<file path="src/rtl/paddle_input_ctrl.sv">
// Frame-rate paddle motion scheduler: chooses between player buttons and a
// ball-tracking autopilot. Direction outputs only change on fsync.
module paddle_input_ctrl #(
    parameter int PADDLE_W    = 200,
    parameter int DEADBAND    = 8,
    parameter int IDLE_FRAMES = 600,
    localparam int CW         = $clog2(IDLE_FRAMES + 1)
) (
    input  logic                 pixel_clk,
    input  logic                 rst,
    input  logic                 fsync,
    input  logic                 pause,
    input  logic                 btn_right,
    input  logic                 btn_left,
    input  logic signed [11:0]   ball_hpos,
    input  logic signed [11:0]   paddle_lhpos,
    output logic                 right,
    output logic                 left,
    output logic                 auto_active,
    output logic [CW-1:0]        idle_cnt
);

    typedef enum logic {ATTRACT, PLAYER} state_t;

    localparam logic [CW-1:0]      IDLE_MAX = CW'(IDLE_FRAMES);
    localparam logic signed [13:0] HALF_W   = 14'(PADDLE_W / 2);
    localparam logic signed [13:0] DB       = 14'(DEADBAND);

    state_t        state_q, state_d;
    logic          right_q, right_d;
    logic          left_q, left_d;
    logic [CW-1:0] idle_q, idle_d;
    logic [1:0]    sync_r_q, sync_l_q;
    logic          act_r_q, act_r_d;
    logic          act_l_q, act_l_d;

    logic          act_r, act_l, any_act;
    logic          ap_right, ap_left;
    logic [CW-1:0] idle_inc;
    logic signed [13:0] ctr, ball_x;

    // Activity seen anywhere in the frame, including the fsync cycle itself
    assign act_r   = act_r_q | sync_r_q[1];
    assign act_l   = act_l_q | sync_l_q[1];
    assign any_act = act_r | act_l;

    // Extra headroom bit keeps centre +/- deadband from wrapping
    assign ctr      = {{2{paddle_lhpos[11]}}, paddle_lhpos} + HALF_W;
    assign ball_x   = {{2{ball_hpos[11]}}, ball_hpos};
    assign ap_right = ball_x > (ctr + DB);
    assign ap_left  = ball_x < (ctr - DB);

    assign idle_inc = (idle_q == IDLE_MAX) ? idle_q : idle_q + 1'b1;

    always_comb begin
        state_d = state_q;
        right_d = right_q;
        left_d  = left_q;
        idle_d  = idle_q;
        act_r_d = fsync ? 1'b0 : act_r;
        act_l_d = fsync ? 1'b0 : act_l;
        if (fsync) begin
            right_d = 1'b0;
            left_d  = 1'b0;
            if (!pause) begin
                case (state_q)
                    ATTRACT: begin
                        if (any_act) begin
                            state_d = PLAYER;
                            idle_d  = '0;
                            right_d = act_r & ~act_l;
                            left_d  = act_l & ~act_r;
                        end else begin
                            right_d = ap_right;
                            left_d  = ap_left;
                        end
                    end
                    PLAYER: begin
                        if (any_act) begin
                            idle_d  = '0;
                            right_d = act_r & ~act_l;
                            left_d  = act_l & ~act_r;
                        end else if (idle_inc == IDLE_MAX) begin
                            state_d = ATTRACT;
                            idle_d  = '0;
                        end else begin
                            idle_d  = idle_inc;
                        end
                    end
                    default: state_d = ATTRACT;
                endcase
            end
        end
    end

    always_ff @(posedge pixel_clk or posedge rst) begin
        if (rst) begin
            state_q  <= ATTRACT;
            right_q  <= 1'b0;
            left_q   <= 1'b0;
            idle_q   <= '0;
            sync_r_q <= '0;
            sync_l_q <= '0;
            act_r_q  <= 1'b0;
            act_l_q  <= 1'b0;
        end else begin
            state_q  <= state_d;
            right_q  <= right_d;
            left_q   <= left_d;
            idle_q   <= idle_d;
            sync_r_q <= {sync_r_q[0], btn_right};
            sync_l_q <= {sync_l_q[0], btn_left};
            act_r_q  <= act_r_d;
            act_l_q  <= act_l_d;
        end
    end

    assign right       = right_q;
    assign left        = left_q;
    assign auto_active = (state_q == ATTRACT);
    assign idle_cnt    = idle_q;

endmodule
</file>
<file path="config.mk">
export PLATFORM = sky130hd
export DESIGN_NAME = paddle_input_ctrl
export DESIGN_NICKNAME = d
export VERILOG_FILES = /design/src/rtl/paddle_input_ctrl.sv
export SDC_FILE = /design/constraint.sdc
export NUM_CORES = 1
export LEC_CHECK = 0
export CAP_MARGIN = 20
export CORE_ASPECT_RATIO = 1.25
export CORE_MARGIN = 4
export CORE_UTILIZATION = 51
export CTS_BUF_LIST = sky130_fd_sc_hd__clkbuf_4
export CTS_CLUSTER_SIZE = 8
export DETAILED_ROUTE_END_ITERATION = 10
export PLACE_DENSITY_LB_ADDON = 0.08
export SLEW_MARGIN = 0
export SYNTH_ARGS = -nofsm -noshare
export SYNTH_HDL_FRONTEND = slang
export SYNTH_SLANG_ARGS = --single-unit
export TNS_END_PERCENT = 5
</file>
<file path="constraint.sdc">
create_clock -name pixel_clk -period 4 [get_ports pixel_clk]
set_clock_uncertainty 0.15 [all_clocks]
set_input_delay 0.8 -clock pixel_clk [delete_from_list [all_inputs] [get_ports pixel_clk]]
set_output_delay 0.8 -clock pixel_clk [all_outputs]
set_load 0.05 [all_outputs]
</file>
Word-level counts from Yosys, hierarchy flattened
Cells that the tools add are included.

Flip-flop bits (word level): 19. Bits of input ports: 30. Output and inout port bits: 13. Word-level logic and storage cells: 47.

Add/sub/neg operators: 4. Order comparisons: 2. Eq/ne operators: 3. Muxes and demuxes: 19. Bitwise gates (word level): 9. Reduce and logical (&&, ||, !) cells: 2.

Operators by type and width (count): $mux 10 (4); $eq 10x10->1 const B (2); $pmux 10 s2 (1); $add 13x5->14 const B (1); $gt 12x14->1 (1); $lt 12x14->1 (1); $sub 13x5->14 const B (1); $add 12x8->13 const B (1); $mux 1 (11); $add 10x1->10 const B (1); $pmux 1 s2 (3); $not 1->1 (4); $or 1x1->1 (3); $reduce_and 3->1 (1); $and 1x1->1 (2); $ne 2x1->1 const B (1); $reduce_and 2->1 (1).

Logic depth before layout (Yosys ltp)
Gate-level depths: netlist of the first run.

Depth after elaboration: 6. Depth in mapped cells: 15. Mapped depth without buffers: 14.

Worst setup path after synthesis of the first run
Ideal clock, no wire load.

Kind: input -> register. Start: input port paddle_lhpos[2]. End: register right_q (netlist: right). Setup time: 137 ps. Arrival: 3138 ps. Required time: 3713 ps. Setup slack: 575 ps. Cell stages on the path: 14. Path buffers: 1. Cells stage by stage: ha_1 buf_2 a21oi_2 xor2_2 and3_1 nand3_1 nor3_2 xor2_1 ha_1 nand4_1 nor3_1 nand4_1 nand4_1 o221ai_1.

Longest elaborated chain between the ends: 6.

RTL lines: from (decl) (line 16) `input logic signed [11:0] paddle_lhpos,`; $add 12x8->13 (line 48) `assign ctr = {{2{paddle_lhpos[11]}}, paddle_lhpos} + HALF_W;`; $add 13x5->14 (line 50) `assign ap_right = ball_x > (ctr + DB);`; $gt 12x14->1 (line 50); $mux 1 (line 68) `if (any_act) begin`; $pmux 1 s2 (line 66) `case (state_q)`; $mux 1 (line 65) `if (!pause) begin`; to (signal assigned) (line 108) `right_q <= right_d;`; to (decl) (line 30) `logic right_q, right_d;`.

Every way passes these cells. A chain may end at the register's enable or synchronous reset.

Worst setup path after layout of the first run
Start: input port paddle_lhpos[3]. End: register right_q (netlist: right).

The elaborated chain is that of the path after synthesis.

==> flow_results.xml, run 1 <==
<?xml version="1.0" encoding="UTF-8"?>
<metrics>
  <group name="outcome">
    <metric name="status" unit="">finished, final reports clean</metric>
  </group>
  <group name="worst_setup_path">
    <metric name="timing.critical_path.arrival" unit="ns">3.67</metric>
    <metric name="critical-path-max-stage-delay" unit="ns">0.48</metric>
    <metric name="cp_common_cell" unit="">sky130_fd_sc_hd__nand4_1</metric>
    <metric name="setup.worst_path.end_class" unit="">register</metric>
    <metric name="worstPathBufferInverterCount" unit="">1</metric>
    <metric name="worst_path_max_delay_cell" unit="">sky130_fd_sc_hd__clkdlybuf4s50_1</metric>
    <metric name="startpoint_type" unit="">primary input</metric>
    <metric name="timing_worst_setup_path_type" unit="">primary input to register</metric>
    <metric name="required" unit="ns">4.04</metric>
    <metric name="critical_path.cell_chain" unit="">clkdlybuf4s50_1 &gt; ha_1 &gt; a211o_1 &gt; nand2_4 &gt; nor2_2 &gt; xnor2_2 &gt; or3_1 &gt; o21ai_1 &gt; ha_1 &gt; nand4_1 &gt; nor3_1 &gt; nand4_1 &gt; nand4_1 &gt; o221ai_1</metric>
    <metric name="cp_max_fo" unit="">5</metric>
    <metric name="crit_family" unit="">simple AND/OR/NAND/NOR gates</metric>
  </group>
  <group name="sta">
    <metric name="worst_hold_margin" unit="ns">0.211</metric>
    <metric name="slew_headroom" unit="">0.506</metric>
    <metric name="layout_min_cycle_time" unit="ns">3.63</metric>
    <metric name="worst_pin_slew" unit="ns">0.740</metric>
    <metric name="setup_viol_count_final" unit="">0</metric>
    <metric name="timing_max_transition_violations_final" unit="">0</metric>
    <metric name="rsz0062_at_grt" unit="">false</metric>
    <metric name="fmax" unit="MHz">275</metric>
    <metric name="hold_viol_final" unit="">0</metric>
    <metric name="totalNegativeSetupSlack" unit="ns">0</metric>
    <metric name="period_share" unit="">0.908</metric>
  </group>
  <group name="clock_network">
    <metric name="htree_num_levels" unit="">1</metric>
    <metric name="cts_hold_buffers" unit="">0</metric>
    <metric name="cts.clk_slew.worst_paths" unit="ns">0.12</metric>
    <metric name="cts_resized" unit="">0</metric>
    <metric name="clock_sinks" unit="">19</metric>
    <metric name="insertion_delay" unit="ns">0.31</metric>
    <metric name="cts_root_buffer" unit="">sky130_fd_sc_hd__clkbuf_4</metric>
    <metric name="clock_path_buffers" unit="">2</metric>
    <metric name="postCtsSetupRepairBufs" unit="">0</metric>
    <metric name="tritoncts" unit="">yes</metric>
    <metric name="cts_inserted_buffers" unit="">3</metric>
  </group>
  <group name="pwr">
    <metric name="cellInternalPower" unit="mW">0.345</metric>
    <metric name="p_sw_frac" unit="">0.352</metric>
    <metric name="vdd_ir_drop_max" unit="mV">0.0857</metric>
    <metric name="share_clk_of_total_power" unit="">0.193</metric>
    <metric name="share_seq_of_total_power" unit="">0.380</metric>
    <metric name="combinationalPowerShare" unit="">0.428</metric>
    <metric name="power" unit="mW">0.533</metric>
    <metric name="power.net_switching" unit="mW">0.188</metric>
    <metric name="power.density" unit="nW/um2">195</metric>
    <metric name="p_leak" unit="nW">1.19</metric>
  </group>
  <group name="placed_design">
    <metric name="finalWeightedCongestion" unit="">0.866</metric>
    <metric name="post-place-cells" unit="">361</metric>
    <metric name="detailedPlacementHpwl" unit="mm">4.22</metric>
    <metric name="port_buffers" unit="">42</metric>
    <metric name="standard_cell_area_after_detailed_placement" unit="um2">2710</metric>
  </group>
  <group name="synth">
    <metric name="post-synth-top-area-cell" unit="">sky130_fd_sc_hd__dfrtp_1</metric>
    <metric name="netlist-cell-type-count" unit="">53</metric>
    <metric name="most_common_cell_in_the_synthesized_netlist" unit="">sky130_fd_sc_hd__ha_1</metric>
    <metric name="synth_warnings" unit="">0</metric>
    <metric name="synth.avg_cell_area" unit="um2">8.41</metric>
    <metric name="async_s_r_ff_share_synth" unit="">1.00</metric>
    <metric name="ys_seq_elements" unit="">19</metric>
    <metric name="netlist_area_before_placement" unit="um2">2170</metric>
    <metric name="yosysSeqAreaShare" unit="">0.219</metric>
    <metric name="synth_commonest_cells" unit="">sky130_fd_sc_hd__ha_1, sky130_fd_sc_hd__nand2_1, sky130_fd_sc_hd__nor2_1, sky130_fd_sc_hd__dfrtp_1, sky130_fd_sc_hd__o21ai_0</metric>
    <metric name="netlist_instances" unit="">258</metric>
    <metric name="synth_fp_nets" unit="">317</metric>
    <metric name="synth_top_area_share" unit="">0.219</metric>
    <metric name="synth_top_cells_by_area" unit="">sky130_fd_sc_hd__dfrtp_1, sky130_fd_sc_hd__ha_1, sky130_fd_sc_hd__xor2_1</metric>
    <metric name="post_synth_edffs" unit="">0</metric>
    <metric name="ys.flop_type" unit="">sky130_fd_sc_hd__dfrtp_1</metric>
  </group>
  <group name="floorplan">
    <metric name="die_area" unit="um2">5370</metric>
    <metric name="die_width" unit="um">66.4</metric>
    <metric name="placementRows" unit="">26</metric>
    <metric name="initial_utilization" unit="">0.530</metric>
    <metric name="core_area" unit="um2">4100</metric>
    <metric name="top_level_ports" unit="">43</metric>
    <metric name="die_h" unit="um">80.9</metric>
  </group>
  <group name="drt">
    <metric name="drt-total-wl" unit="mm">4.94</metric>
    <metric name="route.detailed.wl_per_inst" unit="um">13.5</metric>
    <metric name="drt_iter0_markers" unit="">113</metric>
    <metric name="drt-pass1-iter-count" unit="">4</metric>
    <metric name="number_of_antenna_violating_nets_in_the_routed_design" unit="">0</metric>
    <metric name="route.vias.total" unit="">2028</metric>
    <metric name="viasPerCell" unit="">5.56</metric>
    <metric name="post-route-drc-count" unit="">0</metric>
  </group>
  <group name="final_layout">
    <metric name="final-seq-area" unit="um2">475</metric>
    <metric name="drive_gt1_frac" unit="">0.0906</metric>
    <metric name="fillers" unit="">364</metric>
    <metric name="layout-area-overhead-vs-synth" unit="%">26.0</metric>
    <metric name="multiInputGateArea" unit="um2">1610</metric>
    <metric name="design_area" unit="um2">2740</metric>
    <metric name="nNetsFinal" unit="">369</metric>
    <metric name="post_layout_nonfiller_instances" unit="">365</metric>
    <metric name="diodes" unit="">0</metric>
  </group>
  <group name="grt">
    <metric name="globalRouteMet3Util" unit="">0.0138</metric>
    <metric name="grt_first_pass_wirelength" unit="mm">8.34</metric>
    <metric name="met2_usage" unit="">0.398</metric>
    <metric name="antenna_found_initial" unit="">0</metric>
    <metric name="global_route.usage.total" unit="">0.198</metric>
    <metric name="grt_start_max_net_pins" unit="">20</metric>
    <metric name="grt_remaining_overflow" unit="">0</metric>
    <metric name="met1_usage" unit="">0.214</metric>
    <metric name="top_usage_layer" unit="">met2</metric>
    <metric name="first_global_vias" unit="">1899</metric>
  </group>
  <group name="job">
    <metric name="max_cap_viol_count" unit="">0</metric>
  </group>
  <group name="worst_hold_path">
    <metric name="hold_path.class" unit="">register to register</metric>
  </group>
</metrics>
[through the flow]
step / utilization / worst slack [ns]
after floorplan: - / 0.575
after global placement: 0.660 / 0.0754
after detailed placement: 0.660 / 0.0199
after CTS: 0.667 / 0.359
after global routing: 0.667 / 0.123
final: 0.667 / 0.370
[area by class of cell]
| type | count | area share |
|---|---|---|
| clock buffers | 3 | 0.00823 |
| clock inverters | 1 | 0.00274 |
| inverters | 14 | 0.0192 |
| multi-input cells | 220 | 0.589 |
| flip-flops and latches | 19 | 0.174 |
| well taps | 56 | 0.0256 |
| repair buffers | 52 | 0.181 |
[power groups by stage]
stage | registers (mW) | clock network [mW] | logic, mW
floorplan | 0.213 | 0 | 0.140
finish | 0.202 | 0.103 | 0.228
CTS | 0.202 | 0.106 | 0.231
detailed placement | 0.206 | 0 | 0.229
global route | 0.203 | 0.111 | 0.258
global placement | 0.206 | 0 | 0.225
[state kept, by name (all words and copies together), names as in the netlist]
signal,count
sync_l_q,2
act_r_q,1
act_l_q,1
left,1
state_q,1
idle_cnt,10
right,1
sync_r_q,2
[layer usage]
layer	wire length (um)	part of all wire
met5	0	0
met4	65	0.013
met3	134	0.027
met2	2830	0.57
met1	1910	0.39
[cell families (layout without fill, tap and decap cells)]
kind of cell,count (synthesis),count (layout),synth area share
flip-flops,19,19,0.219
XOR/XNOR,26,26,0.127
adder cells (fa/ha/maj),29,29,0.167
AND/OR/NAND/NOR,105,105,0.264
AO/OA/AOI/OAI,59,59,0.179
multiplexers,1,1,0.00519
buffers and inverters,19,70,0.0386
[cell usage in the layout (no fill, tap or decap), types with 4 or more instances in the layout]
| cell | count |
|---|---|
| sky130_fd_sc_hd__inv_1 | 14 |
| sky130_fd_sc_hd__o21ai_0 | 15 |
| sky130_fd_sc_hd__nand2b_1 | 4 |
| sky130_fd_sc_hd__nand2_1 | 27 |
| sky130_fd_sc_hd__a21o_1 | 4 |
| sky130_fd_sc_hd__nor2_1 | 24 |
| sky130_fd_sc_hd__clkdlybuf4s50_1 | 42 |
| sky130_fd_sc_hd__a21oi_1 | 13 |
| sky130_fd_sc_hd__xnor2_1 | 8 |
| sky130_fd_sc_hd__and2_1 | 5 |
| sky130_fd_sc_hd__ha_1 | 29 |
| sky130_fd_sc_hd__and3_1 | 5 |
| sky130_fd_sc_hd__dfrtp_1 | 19 |
| sky130_fd_sc_hd__o21ai_1 | 4 |
| sky130_fd_sc_hd__nand4_1 | 8 |
| sky130_fd_sc_hd__nand3_1 | 8 |
| sky130_fd_sc_hd__buf_4 | 10 |
| sky130_fd_sc_hd__xor2_1 | 13 |
[worst paths after layout]
| check | startpoint | to | slack (ns) | depth (start not counted) |
|---|---|---|---|---|
| setup / recovery | paddle_lhpos[3] | right | 0.37 | 14 |
| hold / removal | sync_l_q[0] | sync_l_q[1] | 0.21 | 0 |
| setup reg to reg | idle_cnt[0] | idle_cnt[4] | 1.50 | 7 |
| hold reg to reg | sync_l_q[0] | sync_l_q[1] | 0.21 | 0 |
| max in group asynchronous | rst | idle_cnt[5] | 2.48 | 2 |
| min in group asynchronous | rst | sync_l_q[0] | 0.75 | 2 |
No activity file was read; power rests on OpenSTA's default activity.
==> inputs of run 2 (changes only) <==
--- a/config.mk
+++ b/config.mk
@@ -6,7 +6,6 @@
 export NUM_CORES = 1
 export LEC_CHECK = 0
 export CAP_MARGIN = 20
-export CORE_ASPECT_RATIO = 1.25
 export CORE_MARGIN = 4
 export CORE_UTILIZATION = 51
 export CTS_BUF_LIST = sky130_fd_sc_hd__clkbuf_4
==> flow_results.xml, run 2 (synthesized netlist as in run 1, its figures left out) <==
<?xml version="1.0" encoding="UTF-8"?>
<metrics>
  <group name="worst_hold_path">
    <metric name="holdPathEnd" unit="">sync_r_q[1]</metric>
    <metric name="holdPathStages" unit="">0</metric>
    <metric name="hold_path.class" unit="">register to register</metric>
    <metric name="holdCritStartpoint" unit="">sync_r_q[0]</metric>
  </group>
  <group name="sta">
    <metric name="slew_headroom" unit="">0.507</metric>
    <metric name="hold_viol_final" unit="">0</metric>
    <metric name="fmax" unit="MHz">273</metric>
    <metric name="timing_max_transition_violations_final" unit="">0</metric>
    <metric name="setup_viol_count_final" unit="">0</metric>
    <metric name="period_share" unit="">0.915</metric>
    <metric name="layout_min_cycle_time" unit="ns">3.66</metric>
    <metric name="rsz0062_at_grt" unit="">false</metric>
    <metric name="worst_pin_slew" unit="ns">0.739</metric>
  </group>
  <group name="worst_setup_path">
    <metric name="cp_max_fo" unit="">9</metric>
    <metric name="setup.worst_path.end_class" unit="">register</metric>
    <metric name="worst-r2r-cell-count" unit="">7</metric>
    <metric name="reg2reg_setup_slack" unit="ns">1.55</metric>
    <metric name="timing.critical_path.arrival" unit="ns">3.70</metric>
    <metric name="critical-path-max-stage-delay" unit="ns">0.68</metric>
    <metric name="startpoint_type" unit="">primary input</metric>
    <metric name="crit_path_start" unit="">paddle_lhpos[4]</metric>
    <metric name="timing_worst_setup_path_type" unit="">primary input to register</metric>
    <metric name="required" unit="ns">4.04</metric>
    <metric name="cp_common_cell" unit="">sky130_fd_sc_hd__nand4_1</metric>
    <metric name="regToRegStartpoint" unit="">idle_cnt[0]</metric>
    <metric name="critical_path.cell_chain" unit="">clkdlybuf4s50_1 &gt; a311oi_2 &gt; nor2b_1 &gt; nand2b_1 &gt; xor2_1 &gt; or3_1 &gt; o21ai_1 &gt; ha_1 &gt; nand4_1 &gt; nor3_1 &gt; nand4_1 &gt; nand4_1 &gt; o221ai_1</metric>
    <metric name="worst_path_max_delay_cell" unit="">sky130_fd_sc_hd__clkdlybuf4s50_1</metric>
    <metric name="rr_endpoint" unit="">idle_cnt[9]</metric>
  </group>
  <group name="floorplan">
    <metric name="die_area" unit="um2">5360</metric>
    <metric name="initial_utilization" unit="">0.535</metric>
    <metric name="placementRows" unit="">23</metric>
    <metric name="top_level_ports" unit="">43</metric>
    <metric name="core_area" unit="um2">4060</metric>
    <metric name="die_width" unit="um">73.2</metric>
    <metric name="die_h" unit="um">73.2</metric>
  </group>
  <group name="final_layout">
    <metric name="layout-area-overhead-vs-synth" unit="%">25.6</metric>
    <metric name="layout.cells.most_common" unit="">sky130_fd_sc_hd__clkdlybuf4s50_1</metric>
    <metric name="nNetsFinal" unit="">369</metric>
    <metric name="post_layout_nonfiller_instances" unit="">359</metric>
    <metric name="drive_gt1_frac" unit="">0.0906</metric>
    <metric name="mostFrequentLayoutCells" unit="">sky130_fd_sc_hd__clkdlybuf4s50_1, sky130_fd_sc_hd__ha_1, sky130_fd_sc_hd__nand2_1, sky130_fd_sc_hd__nor2_1, sky130_fd_sc_hd__dfrtp_1</metric>
    <metric name="diodes" unit="">0</metric>
    <metric name="number_of_flip_flops_in_the_largest_register" unit="">10</metric>
  </group>
  <group name="drt">
    <metric name="number_of_antenna_violating_nets_in_the_routed_design" unit="">0</metric>
    <metric name="drt_iter0_markers" unit="">129</metric>
    <metric name="drt-total-wl" unit="mm">4.89</metric>
    <metric name="route.vias.total" unit="">2030</metric>
    <metric name="drt-pass1-iter-count" unit="">4</metric>
    <metric name="route.detailed.wl_per_inst" unit="um">13.6</metric>
    <metric name="viasPerCell" unit="">5.65</metric>
    <metric name="post-route-drc-count" unit="">0</metric>
  </group>
  <group name="clock_network">
    <metric name="cts.clk_slew.worst_paths" unit="ns">0.12</metric>
    <metric name="clock_path_buffers" unit="">2</metric>
    <metric name="cts_inserted_buffers" unit="">3</metric>
    <metric name="insertion_delay" unit="ns">0.31</metric>
    <metric name="clock_sinks" unit="">19</metric>
    <metric name="postCtsSetupRepairBufs" unit="">0</metric>
    <metric name="cts_hold_buffers" unit="">0</metric>
    <metric name="htree_num_levels" unit="">1</metric>
    <metric name="tritoncts" unit="">yes</metric>
    <metric name="cts_resized" unit="">0</metric>
    <metric name="cts_root_buffer" unit="">sky130_fd_sc_hd__clkbuf_4</metric>
  </group>
  <group name="placed_design">
    <metric name="detailedPlacementHpwl" unit="mm">4.06</metric>
    <metric name="port_buffers" unit="">42</metric>
    <metric name="post-place-cells" unit="">355</metric>
    <metric name="finalWeightedCongestion" unit="">0.858</metric>
  </group>
  <group name="grt">
    <metric name="global_route.usage.total" unit="">0.185</metric>
    <metric name="grt_first_pass_wirelength" unit="mm">7.89</metric>
    <metric name="antenna_found_initial" unit="">0</metric>
    <metric name="grt_remaining_overflow" unit="">0</metric>
    <metric name="first_global_vias" unit="">1811</metric>
    <metric name="grt_start_max_net_pins" unit="">20</metric>
  </group>
  <group name="pwr">
    <metric name="power.density" unit="nW/um2">196</metric>
    <metric name="vdd_ir_drop_max" unit="mV">0.162</metric>
    <metric name="p_leak" unit="nW">1.19</metric>
    <metric name="power" unit="mW">0.533</metric>
  </group>
  <group name="outcome">
    <metric name="status" unit="">finished, final reports clean</metric>
  </group>
  <group name="job">
    <metric name="max_cap_viol_count" unit="">0</metric>
  </group>
</metrics>
## run 2: worst max-delay path: cells and delay by family
kind	cells	cell delay (ns)
AO/OA/AOI/OAI	3	0.46
AND/OR/NAND/NOR	7	1.39
XOR/XNOR	1	0.19
adder cells (fa/ha/maj)	1	0.18
buffers and inverters	1	0.68
## run 2: how the worst max path moves through the flow
stage | endpoint | cells past startpoint
CTS | right | 13
global route | right | 13
finish | right | 13
detailed placement | right | 13
floorplan | right | 14
global placement | right | 13
## run 2: final cells by class
class | instances | area, um2
flip-flops and latches | 19 | 475
inverters | 14 | 52.6
well taps | 50 | 62.6
multi-input cells | 220 | 1610
clock inverters | 1 | 7.51
fillers | 378 | 1330
repair buffers | 52 | 495
clock buffers | 3 | 22.5
## run 2: metrics by stage
step | util | setup slack [ns] | TNS [ns] | hold slack, ns | area (um2)
after floorplan | - | 0.575 | 0 | 0.181 | 2170
after global placement | 0.665 | 0.0950 | 0 | 0.183 | 2700
after detailed placement | 0.665 | -0.0360 | -0.0360 | 0.188 | 2700
after CTS | 0.672 | 0.315 | 0 | 0.218 | 2730
after global routing | 0.672 | 0.113 | 0 | 0.230 | 2730
final | 0.672 | 0.341 | 0 | 0.214 | 2730
## run 2: per-layer routing
metal | GRT usage | up-vias | share of wire
li1 | - | 1042 | -
met1 | 0.274 | 942 | 0.51
met2 | 0.287 | 44 | 0.43
met3 | 0.0331 | 2 | 0.058
met4 | 0.0225 | 0 | 0.0020
met5 | 0 | - | 0
## run 2: where the power goes
group / total [mW] / switching (mW) / leakage (nW) / internal [mW]
combinational: 0.227 / 0.118 / 0.927 / 0.109
clock: 0.104 / 0.0657 / 0.0139 / 0.0381
sequential: 0.203 / 0.00511 / 0.247 / 0.198
total: 0.533 / 0.188 / 1.19 / 0.345
